--- config.mk ---
export PLATFORM = sky130hd
export DESIGN_NAME = matrix_pcpi_loader
export DESIGN_NICKNAME = d
export VERILOG_FILES = /design/src/rtl/matrix_pcpi_loader.sv
export SDC_FILE = /design/constraint.sdc
export NUM_CORES = 1
export LEC_CHECK = 0
export ABC_AREA = 1
export BUFFER_PORTS_ARGS = -buffer_cell sky130_fd_sc_hd__buf_4
export CAP_MARGIN = 20
export CELL_PAD_IN_SITES_DETAIL_PLACEMENT = 0
export CELL_PAD_IN_SITES_GLOBAL_PLACEMENT = 1
export CORE_UTILIZATION = 38
export CTS_BUF_LIST = sky130_fd_sc_hd__clkbuf_4 sky130_fd_sc_hd__clkbuf_8
export DETAILED_ROUTE_END_ITERATION = 10
export PLACE_DENSITY = 0.87
export SKIP_LAST_GASP = 1
export SLEW_MARGIN = 40
export SYNTH_ARGS = -nofsm -noshare
export SYNTH_HDL_FRONTEND = slang
export SYNTH_SLANG_ARGS = --single-unit
--- constraint.sdc ---
create_clock -name clk -period 1.85 [get_ports clk]
set_input_delay 0.185 -clock clk [delete_from_list [all_inputs] [get_ports clk]]
set_output_delay 0.185 -clock clk [all_outputs]
set_load 0.1 [all_outputs]
--- src/rtl/matrix_pcpi_loader.sv ---
// Purpose: turns a pin-level byte stream into custom-0 PCPI instructions for the 3x3 matrix coprocessor.
// Latency: pcpi_valid rises the cycle after the final command byte; result/status one cycle after pcpi_ready.
// Backpressure: in_ready drops while an instruction is outstanding; byte states wait indefinitely on in_valid.
module matrix_pcpi_loader #(
    parameter int TIMEOUT = 64,
    parameter int TW      = 7
) (
    input  logic        clk,
    input  logic        resetn,
    input  logic [7:0]  in_data,
    input  logic        in_valid,
    output logic        in_ready,
    output logic        pcpi_valid,
    output logic [31:0] pcpi_insn,
    input  logic        pcpi_wr,
    input  logic [31:0] pcpi_rd,
    input  logic        pcpi_wait,
    input  logic        pcpi_ready,
    output logic [31:0] res_data,
    output logic        res_valid,
    output logic        busy,
    output logic        err_timeout,
    output logic        err_addr
);

    localparam logic [1:0] S_HDR   = 2'd0;
    localparam logic [1:0] S_VLO   = 2'd1;
    localparam logic [1:0] S_VHI   = 2'd2;
    localparam logic [1:0] S_ISSUE = 2'd3;

    localparam logic [6:0] OPC_CUSTOM0 = 7'b0001011;
    localparam logic [2:0] F3_WRITE    = 3'b000;
    localparam logic [2:0] F3_START    = 3'b111;
    localparam logic [2:0] F3_CLEAR    = 3'b101;
    localparam logic [4:0] FIRST_BAD   = 5'd28;

    logic [1:0]    state_q, state_d;
    logic [4:0]    addr_q, addr_d;
    logic [7:0]    vlo_q, vlo_d;
    logic [31:0]   insn_q, insn_d;
    logic          valid_q, valid_d;
    logic          in_ready_q, in_ready_d;
    logic [TW-1:0] cnt_q, cnt_d;
    logic [31:0]   res_data_q, res_data_d;
    logic          res_valid_q, res_valid_d;
    logic          err_timeout_q, err_timeout_d;
    logic          err_addr_q, err_addr_d;
    logic          accept;

    assign accept = in_valid & in_ready_q;

    // Next-state: byte assembly, instruction issue, completion/timeout and sticky errors.
    always_comb begin
        state_d       = state_q;
        addr_d        = addr_q;
        vlo_d         = vlo_q;
        insn_d        = insn_q;
        cnt_d         = cnt_q;
        res_data_d    = res_data_q;
        res_valid_d   = 1'b0;
        err_timeout_d = err_timeout_q;
        err_addr_d    = err_addr_q;

        case (state_q)
            S_HDR: begin
                if (accept) begin
                    case (in_data[7:6])
                        2'b00: begin
                            addr_d  = in_data[4:0];
                            state_d = S_VLO;
                        end
                        2'b01: begin
                            insn_d  = {17'd0, F3_START, 5'd0, OPC_CUSTOM0};
                            state_d = S_ISSUE;
                        end
                        2'b10: begin
                            insn_d  = {17'd0, F3_CLEAR, 5'd0, OPC_CUSTOM0};
                            state_d = S_ISSUE;
                        end
                        default: ; // reserved opcode: byte swallowed, nothing issued
                    endcase
                end
            end
            S_VLO: begin
                if (accept) begin
                    vlo_d   = in_data;
                    state_d = S_VHI;
                end
            end
            S_VHI: begin
                if (accept) begin
                    if (addr_q >= FIRST_BAD) begin
                        // Payload still drained so the stream stays framed.
                        err_addr_d = 1'b1;
                        state_d    = S_HDR;
                    end else begin
                        insn_d  = {1'b0, in_data, vlo_q, F3_WRITE, addr_q, OPC_CUSTOM0};
                        state_d = S_ISSUE;
                    end
                end
            end
            default: begin
                if (pcpi_ready) begin
                    state_d = S_HDR;
                    if (insn_q[14:12] == F3_START && pcpi_wr) begin
                        res_data_d  = pcpi_rd;
                        res_valid_d = 1'b1;
                    end
                end else if (!pcpi_wait) begin
                    if (cnt_q == TW'(TIMEOUT - 1)) begin
                        err_timeout_d = 1'b1;
                        state_d       = S_HDR;
                    end else begin
                        cnt_d = cnt_q + TW'(1);
                    end
                end
            end
        endcase

        if (state_d == S_ISSUE && state_q != S_ISSUE) begin
            cnt_d = '0;
        end

        valid_d    = (state_d == S_ISSUE);
        in_ready_d = (state_d != S_ISSUE);
    end

    // State and output registers; reset parks everything idle with in_ready low.
    always_ff @(posedge clk or negedge resetn) begin
        if (!resetn) begin
            state_q       <= S_HDR;
            addr_q        <= '0;
            vlo_q         <= '0;
            insn_q        <= '0;
            valid_q       <= 1'b0;
            in_ready_q    <= 1'b0;
            cnt_q         <= '0;
            res_data_q    <= '0;
            res_valid_q   <= 1'b0;
            err_timeout_q <= 1'b0;
            err_addr_q    <= 1'b0;
        end else begin
            state_q       <= state_d;
            addr_q        <= addr_d;
            vlo_q         <= vlo_d;
            insn_q        <= insn_d;
            valid_q       <= valid_d;
            in_ready_q    <= in_ready_d;
            cnt_q         <= cnt_d;
            res_data_q    <= res_data_d;
            res_valid_q   <= res_valid_d;
            err_timeout_q <= err_timeout_d;
            err_addr_q    <= err_addr_d;
        end
    end

    assign in_ready    = in_ready_q;
    assign pcpi_valid  = valid_q;
    assign pcpi_insn   = insn_q;
    assign res_data    = res_data_q;
    assign res_valid   = res_valid_q;
    assign busy        = (state_q != S_HDR);
    assign err_timeout = err_timeout_q;
    assign err_addr    = err_addr_q;

endmodule

# After elaboration in Yosys (flattened, before gate mapping)
# Index checks and enable logic that the tools add are counted.
[word_totals] n_memories=0 ram_bits=0 reg_bits=91 word_cells=71 output_inout_bits=70 latch_bits=0 input_bits=46 mem_bits_ro=0
[classes] n_lt_le_gt_ge=1 addsub=1 div=0 mul=0 shift=0 mux=22 n_reduce_logical=15 n_eq_ne=17 n_bitwise=4
[ops] cell="32-bit case mux with 2 select lines" n=2
[ops] cell="32-bit two-way mux" n=3
[ops] cell="7-bit two-way mux" n=5
[ops] cell="2-bit two-way mux" n=7
[ops] cell="2-bit inequality test (second input constant)" n=5
[ops] cell="3-bit AND reduction" n=3
[ops] cell="2-bit by 1-bit inequality test with 1-bit output (second input constant)" n=4
[ops] cell="4-bit AND reduction" n=2
[ops] cell="7-bit by 1-bit adder with 7-bit output (second input constant)" n=1
[ops] cell="7-bit by 6-bit equality test with 1-bit output (second input constant)" n=1
[ops] cell="2-bit equality test (second input constant)" n=3
[ops] cell="2-bit case mux with 3 select lines" n=1
[ops] cell="5-bit >= comparator (second input constant)" n=1
[ops] cell="5-bit AND reduction" n=1
[ops] cell="2-bit by 1-bit equality test with 1-bit output (second input constant)" n=2
[ops] cell="2-bit logical NOT" n=2
[ops] cell="2-bit case mux with 2 select lines" n=1
[ops] cell="2-bit nonzero test" n=2
[ops] cell="3-bit equality test (second input constant)" n=1
[ops] cell="1-bit two-way mux" n=3
[ops] cell="3-bit by 1-bit inequality test with 1-bit output (second input constant)" n=1
[ops] cell="1-bit inverter" n=3
[ops] cell="3-bit OR reduction" n=1
[ops] cell="1-bit logical AND" n=2
[ops] cell="3 further kinds" n=3

# Depth between registers and ports, before layout
# Gate-level depths: netlist of the first run.
[logic_depth] ltp_word=9 ltp_mapped=10 depth_no_buf=10

# Worst setup path after synthesis of the first run
# No wires, ideal clock.
[synth_timing] kind="register to register" start="register in_ready_q (netlist: in_ready)" end="register insn_q[10] (netlist: pcpi_insn[10])" required_ns=1.730 period_less_slack_ns=2.116 stages_incl_launch_ff=10 slack_ns=-0.266 arrival_time_ns=1.996 n_path_buf=2 setup_ns=0.120 path_cell_list="dfrtp_1 nand2_1 inv_1 o211ai_2 nand2_4 inv_2 buf_6 buf_6 nand2_1 nand2_1"
[synth_between] elab_chain_cells=3 elab_cells_between_ends=4 classes_between="eq/ne (2); bitwise (1); reduce/logical (1)"
[synth_rtl] element="from (decl)" line="42" text="logic in_ready_q, in_ready_d;"
[synth_rtl] element="from (signal assigned)" line="148" text="in_ready_q <= in_ready_d;"
[synth_rtl] element="1-bit AND (*)" line="50" text="assign accept = in_valid & in_ready_q;"
[synth_rtl] element="2-bit inequality test (no source line)"
[synth_rtl] element="5-bit AND reduction (no source line) (*)"
[synth_rtl] element="to (signal assigned)" line="146" text="insn_q <= insn_d;"
[synth_rtl] element="to (decl)" line="40" text="logic [31:0] insn_q, insn_d;"
# Mark *: on every way between the ends. The rest lies on a longest branch, timed or not.
# A chain may end at the register's enable or synchronous reset.

# Worst setup path in the final report of the first run
[layout_timing] start="register in_ready_q (netlist: in_ready)" end="register insn_q[24] (netlist: pcpi_insn[24])"
# Same word-level chain as after synthesis.

==> results.md, run 1 <==
- Area fraction of the dominant cell type after synthesis: approximately three fifths
- Nets: 567
- Slowest cell on the critical path: dfrtp_2
- Data required time of the worst path: ~2100 ps
- End point of the critical path: pcpi_insn[24]
- Initial DRC count: between 100 and 150
- Initial core utilization: around two fifths
- Number of fill cells: 802
- Mean post-synth cell area: between 8 and 9 µm²
- Placement Rows: 34
- Largest family of logic cells by synthesized area: simple AND/OR/NAND/NOR gates
- Most frequent cell after synthesis: nand2_1
- Post-Synth Adder-Cell Area: under 10%
- Tcrit/Tclk final: a little over four fifths
- Fmax: ~640 MHz
- Gpl congestion: around 0.81
- Vias in the first global route: around 3000
- CTS tree: done
- Largest net degree at the start of global routing: between 40 and 50
- Synth Flop Type: dfrtp_1
- Setup TNS: 0 ps
- Critical Path Fanout Max: 29
- GRT met1 Usage: between 20 and 25%
- Reg-to-reg setup timing slack: about 290 ps
- Clock transition at the registers of the reported paths: 80 ps
- Cell family with most CP delay: buffers and inverters
- Most common cell type on the critical path: nand2_1
- Final setup fails: 0
- DRT Pass-1 Iters: 5
- Grt total ovfl: 0
- Post-synthesis simple-gate area fraction: ~27%
- Clock root buffer: clkbuf_8
- Routed Antenna Nets: 0
- Sequential element share of the synthesized area: 58.2%
- DR WL/cell: 13.2 µm
- Num CTS Buffers: 9
- Stages on worst setup path: 7
- Crit-path max cell delay: about 400 ps
- Min Hold Slack: between 20 and 25 ps
- Unique cell type count in the Yosys netlist: 31
- Worst reg2reg path endpoint: pcpi_insn[24]
- GR peak layer: met2
- Post-DP HPWL: 6050 µm
- Die area: between 9000 and 10000 µm²
- XOR/XNOR share of the synthesized area: 0.245%
- DR vias/cell: 4.72
- Drt total wl: between 8000 and 9000 µm
- Clock Latency Late Sink: around 350 ps
- Core area: a little under 9000 µm²
- Number of antenna diodes: 0
- Post-Synthesis Cells: a little over 400
- EDFF count, synth: 0
- Grt met3 use: under 10%
- Final hold vios: 0
- CP startpoint kind: register
- Chip height: about 100 µm
- Initial antenna violation count: 0
- Ys async rst share: 100%
- Layout cells sized above 1: a little under 30%
- Clock Tree Buf Depth: 2
- Clock Sink Count: between 80 and 90
- Synthesis-to-finish area growth: 32.4%
- Tightest Pin Transition: about 630 ps
- Area contributors post-synth: dfrtp_1 58%, nand2_1 19%, inv_1 3.6%
- Area of the mapped netlist: between 3000 and 4000 µm²
- Worst Path Arrival: between 1500 and 2000 ps
- Crit Path Class: register to register
- CP Capture Type: register
- YS warnings: 0
- CP Buf/Inv Count: 2
- Final clock skew: 4.71 ps
- Critical-path cell list: nand2_1 -> inv_1 -> o211ai_2 -> nand2_4 -> inv_2 -> nand2_1 -> o31ai_2
- Critical path origin: in_ready
- Synth Area in Compound Gates: 4.70%
- Num ports: approximately 120
- Max-slew violations: 0
- Worst r2r src: in_ready
- H-tree Lvls: 3
- Status: finished clean
- Port Buffer Count: between 100 and 150
- Maxcap violations: 0
- List of most frequent post-synthesis cells: 184 x nand2_1, 83 x dfrtp_1, 34 x inv_1, 22 x nand3_1
- GR Layer Usage met2: around 29%
- Routed via count: a little under 3000
- Chip Width: between 90 and 100 µm
- HP Class: input port to register
- Min Tclk post-route: 1560 ps
- DRC Markers: 0
- Cell taking the most area after synthesis: dfrtp_1
- R2R depth: 7
- Global-route wire length before repair: roughly 14000 µm
- Yosys reg bits: 83
- Total GRT Usage: between 10% and 20%
- Max-slew headroom: 57.8%
- Mux share of post-synthesis cell area: 0%
- RSZ-0062 raised after global routing: no
how the worst min path moves through the flow:
stage	from	endpoint	slack, ps	cells after the start
detailed placement	resetn	pcpi_insn[3]	250	1
finish	pcpi_rd[11]	res_data[11]	20	3
global route	pcpi_rd[11]	res_data[11]	20	3
floorplan	resetn	addr_q[0]	-110	0
CTS	pcpi_rd[15]	res_data[15]	10	3
global placement	resetn	pcpi_insn[3]	250	1
flip-flops by register name, summed over array words and instances, names as in the netlist:
signal       count
cnt_q            7
pcpi_insn       24
pcpi_valid       1
addr_q           5
state_q          2
err_timeout      1
vlo_q            8
err_addr         1
in_ready         1
res_data        32
res_valid        1
area by class of cell:
class,count,area (µm²),area share (%)
repair buffers,118,901,19.1
clock inverters,4,72.6,1.54
well taps,108,135,2.86
flip-flops and latches,83,2080,44.0
clock buffers,12,159,3.36
inverters,37,139,2.94
multi-input cells,267,1240,26.3
kinds of logic after synthesis:
group	Yosys count
buf+inv	57
xor+xnor	1
fa+ha+maj	5
flops	83
compound gates	24
other cells	1
simple gates	232
cells in the final DEF (no fill, tap or decap), types with 2 or more instances in the layout:
master	count
nand2_1	183
buf_4	116
dfrtp_1	82
inv_1	34
nand3_1	22
clkbuf_8	11
nor2_1	9
o21ai_1	7
o21ai_0	6
ha_1	5
conb_1	5
nand4_1	4
o31ai_1	4
inv_2	3
o31ai_2	3
nor3_2	2
nor2_4	2
nor2_2	2
nand2_2	2
nand3_2	2
bufinv_16	2
worst min-delay path: cells and delay by family:
kind          cells  cell delay (ps)
simple gates      2               80
buf+inv           1               70
through the flow:
stage	area (µm²)	setup WS, ps	util [%]	cells
after floorplan	3590	55.3	-	407
after global placement	4480	351	50.4	612
after detailed placement	4480	283	50.4	612
after CTS	4730	277	53.2	629
after global routing	4730	117	53.2	629
final	4730	294	53.2	629
metal layers:
layer,up-vias,share of wire [%]
li1,1456,-
met1,1384,44
met2,116,46
met3,13,7.3
met4,0,1.9
met5,-,0
what timing repair did:
action,4_1_cts,5_1_grt
buffers inserted,0,0
endpoints found under the hold margin,47,0
hold buffers,1,0
resized for setup,0,0
Power of run 1 is not shown: default switching activity piles up to over one toggle a cycle in this logic, so the estimate is an artifact.
==> run 2: changes to the inputs <==
clock period = 1.6 ns   (was 1.85 ns; I/O delays follow)
==> results.md, run 2 (synthesized netlist as in run 1, its figures left out) <==
- Status: finished clean
- Port Buffer Count: 110 (unchanged)
- Placed insts: 614 (+0.33%)
- Post-DP HPWL: 5970 µm (-1.3%)
- DR vias/cell: 4.64 (-1.7%)
- Tcrit/Tclk final: 92.9% (+8.8 points)
- Worst hold path depth: 3 (unchanged)
- Die area: 9780 µm² (unchanged)
- Num ports: 116 (unchanged)
- Commonest non-fill, non-tap cells in the layout: 181 x nand2_1, 120 x buf_4, 80 x dfrtp_1
- CTS tree: done
- Routed Antenna Nets: 0 (unchanged)
- Core area: 8890 µm² (unchanged)
- Layout cells sized above 1: 31.4% (+1.7 points)
- Drt total wl: 8160 µm (-2.0%)
- Critical path origin: cnt_q[0]
- Reg-to-reg setup timing slack: 110 ps (-180 ps)
- Max-slew violations: 0 (unchanged)
- Initial antenna violation count: 0 (unchanged)
- Chip Width: 98.9 µm (unchanged)
- Initial core utilization: 40.1% (unchanged)
- Maxcap violations: 0 (unchanged)
- Initial DRC count: 96 (-8.6%)
- Final design utilization: 53.7% (+0.55 points)
- Clock transition at the registers of the reported paths: 90 ps (about the same)
- Number of flip-flops in the largest register: 32 (unchanged)
- Hold_sp: pcpi_rd[3]
- Largest net degree at the start of global routing: 44 (-10%)
- Worst Hold End: res_data[3]
- Final setup fails: 0 (unchanged)
- Crit Path Class: register to register
- DRT Pass-1 Iters: 4 (-1)
- Global-route wire length before repair: 13500 µm (-3.0%)
- DR WL/cell: 12.8 µm (-3.1%)
- Chip height: 98.9 µm (unchanged)
- Clock Tree Buf Depth: 2 (unchanged)
- Total GRT Usage: 17.5% (-0.41 points)
- CP startpoint kind: register
- Worst r2r src: cnt_q[0]
- Vias in the first global route: 2904 (-2.6%)
- R2R depth: 9 (+2)
- Placement Rows: 34 (unchanged)
- HP Class: input port to register
- Number of antenna diodes: 0 (unchanged)
- Grt total ovfl: 0 (unchanged)
- DRC Markers: 0 (unchanged)
- Data required time of the worst path: 1890 ps (-220 ps)
- Most common cell after layout, fill and taps aside: nand2_1
- Min Tclk post-route: 1490 ps (-69.6 ps)
- Routed via count: 2950 (-0.64%)
- Nets: 575 (+1.4%)
- Clock Latency Late Sink: 340 ps (about the same)
- Synthesis-to-finish area growth: 33.8%
- Critical Path Fanout Max: 7 (-76%)
- Fmax: 673 MHz (+4.7%)
- Gpl congestion: 0.765 (-5.4%)
- Final hold vios: 0 (unchanged)
- Worst reg2reg path endpoint: cnt_q[2]
- Worst Path Arrival: 1780 ps (-40 ps)
- Clock root buffer: clkbuf_8
- Final clock skew: 9.88 ps (+5.17 ps)
- Clock Sink Count: 83 (unchanged)
- H-tree Lvls: 3 (unchanged)
- Num CTS Buffers: 9 (unchanged)
- CP Capture Type: register
- Non-filler cells, final: 636 (+1.1%)
[run 2: stage by stage]
| stage | worst slack, ps | hold WS [ps] | cell area [µm²] | TNS [ps] |
|---|---|---|---|---|
| after detailed placement | 39.6 | 86.3 | 4520 | 0 |
| final | 113 | 9.78 | 4770 | 0 |
| after global placement | 118 | 79.7 | 4520 | 0 |
| after CTS | 21.0 | 0.548 | 4720 | 0 |
| after floorplan | 21.9 | -136 | 3600 | 0 |
| after global routing | -13.5 | 3.06 | 4770 | -37.8 |
[run 2: worst max path at each step]
stage                    end  slack, ps  cells after the start
2_1_floorplan  pcpi_insn[10]         20                      9
3_3_place_gp        cnt_q[2]        120                      9
3_5_place_dp   pcpi_insn[24]         40                      8
4_1_cts             cnt_q[2]         20                      9
5_1_grt             cnt_q[5]        -10                      9
6_report            cnt_q[2]        110                      9
[run 2: cell type report]
cell class | count | area (µm²)
fillers | 875 | 4120
inverters | 37 | 141
flip-flops and latches | 83 | 2080
repair buffers | 126 | 981
clock inverters | 3 | 15.0
clock buffers | 12 | 153
well taps | 108 | 135
multi-input cells | 267 | 1270
[run 2: worst max-delay path, stage by stage (launching register included)]
cell	delay (ps)
dfrtp_1	380
ha_2	220
nand3_1	130
nor2_4	140
nand2_1	60
nand2_1	120
nand3_2	140
nand3_4	120
nand2_1	70
inv_1	50
[run 2: per-layer routing]
| metal | vias up | part of all wire, % | GRT usage, % | wire length (µm) |
|---|---|---|---|---|
| met5 | - | 0 | 0 | 0 |
| met4 | 0 | 1.6 | 6.20 | 129 |
| met3 | 12 | 7.2 | 4.82 | 588 |
| met2 | 97 | 45 | 27.9 | 3700 |
| met1 | 1369 | 46 | 23.1 | 3740 |
| li1 | 1472 | - | - | - |
[run 2: repair_timing]
item | 4_1_cts | 5_1_grt
resized for setup | 0 | 7
endpoints found under the hold margin | 24 | 1
setup endpoints to repair | 0 | 27
hold buffers | 3 | 1
setup buffers | 0 | 3
Power of run 2 is left out for the same reason.
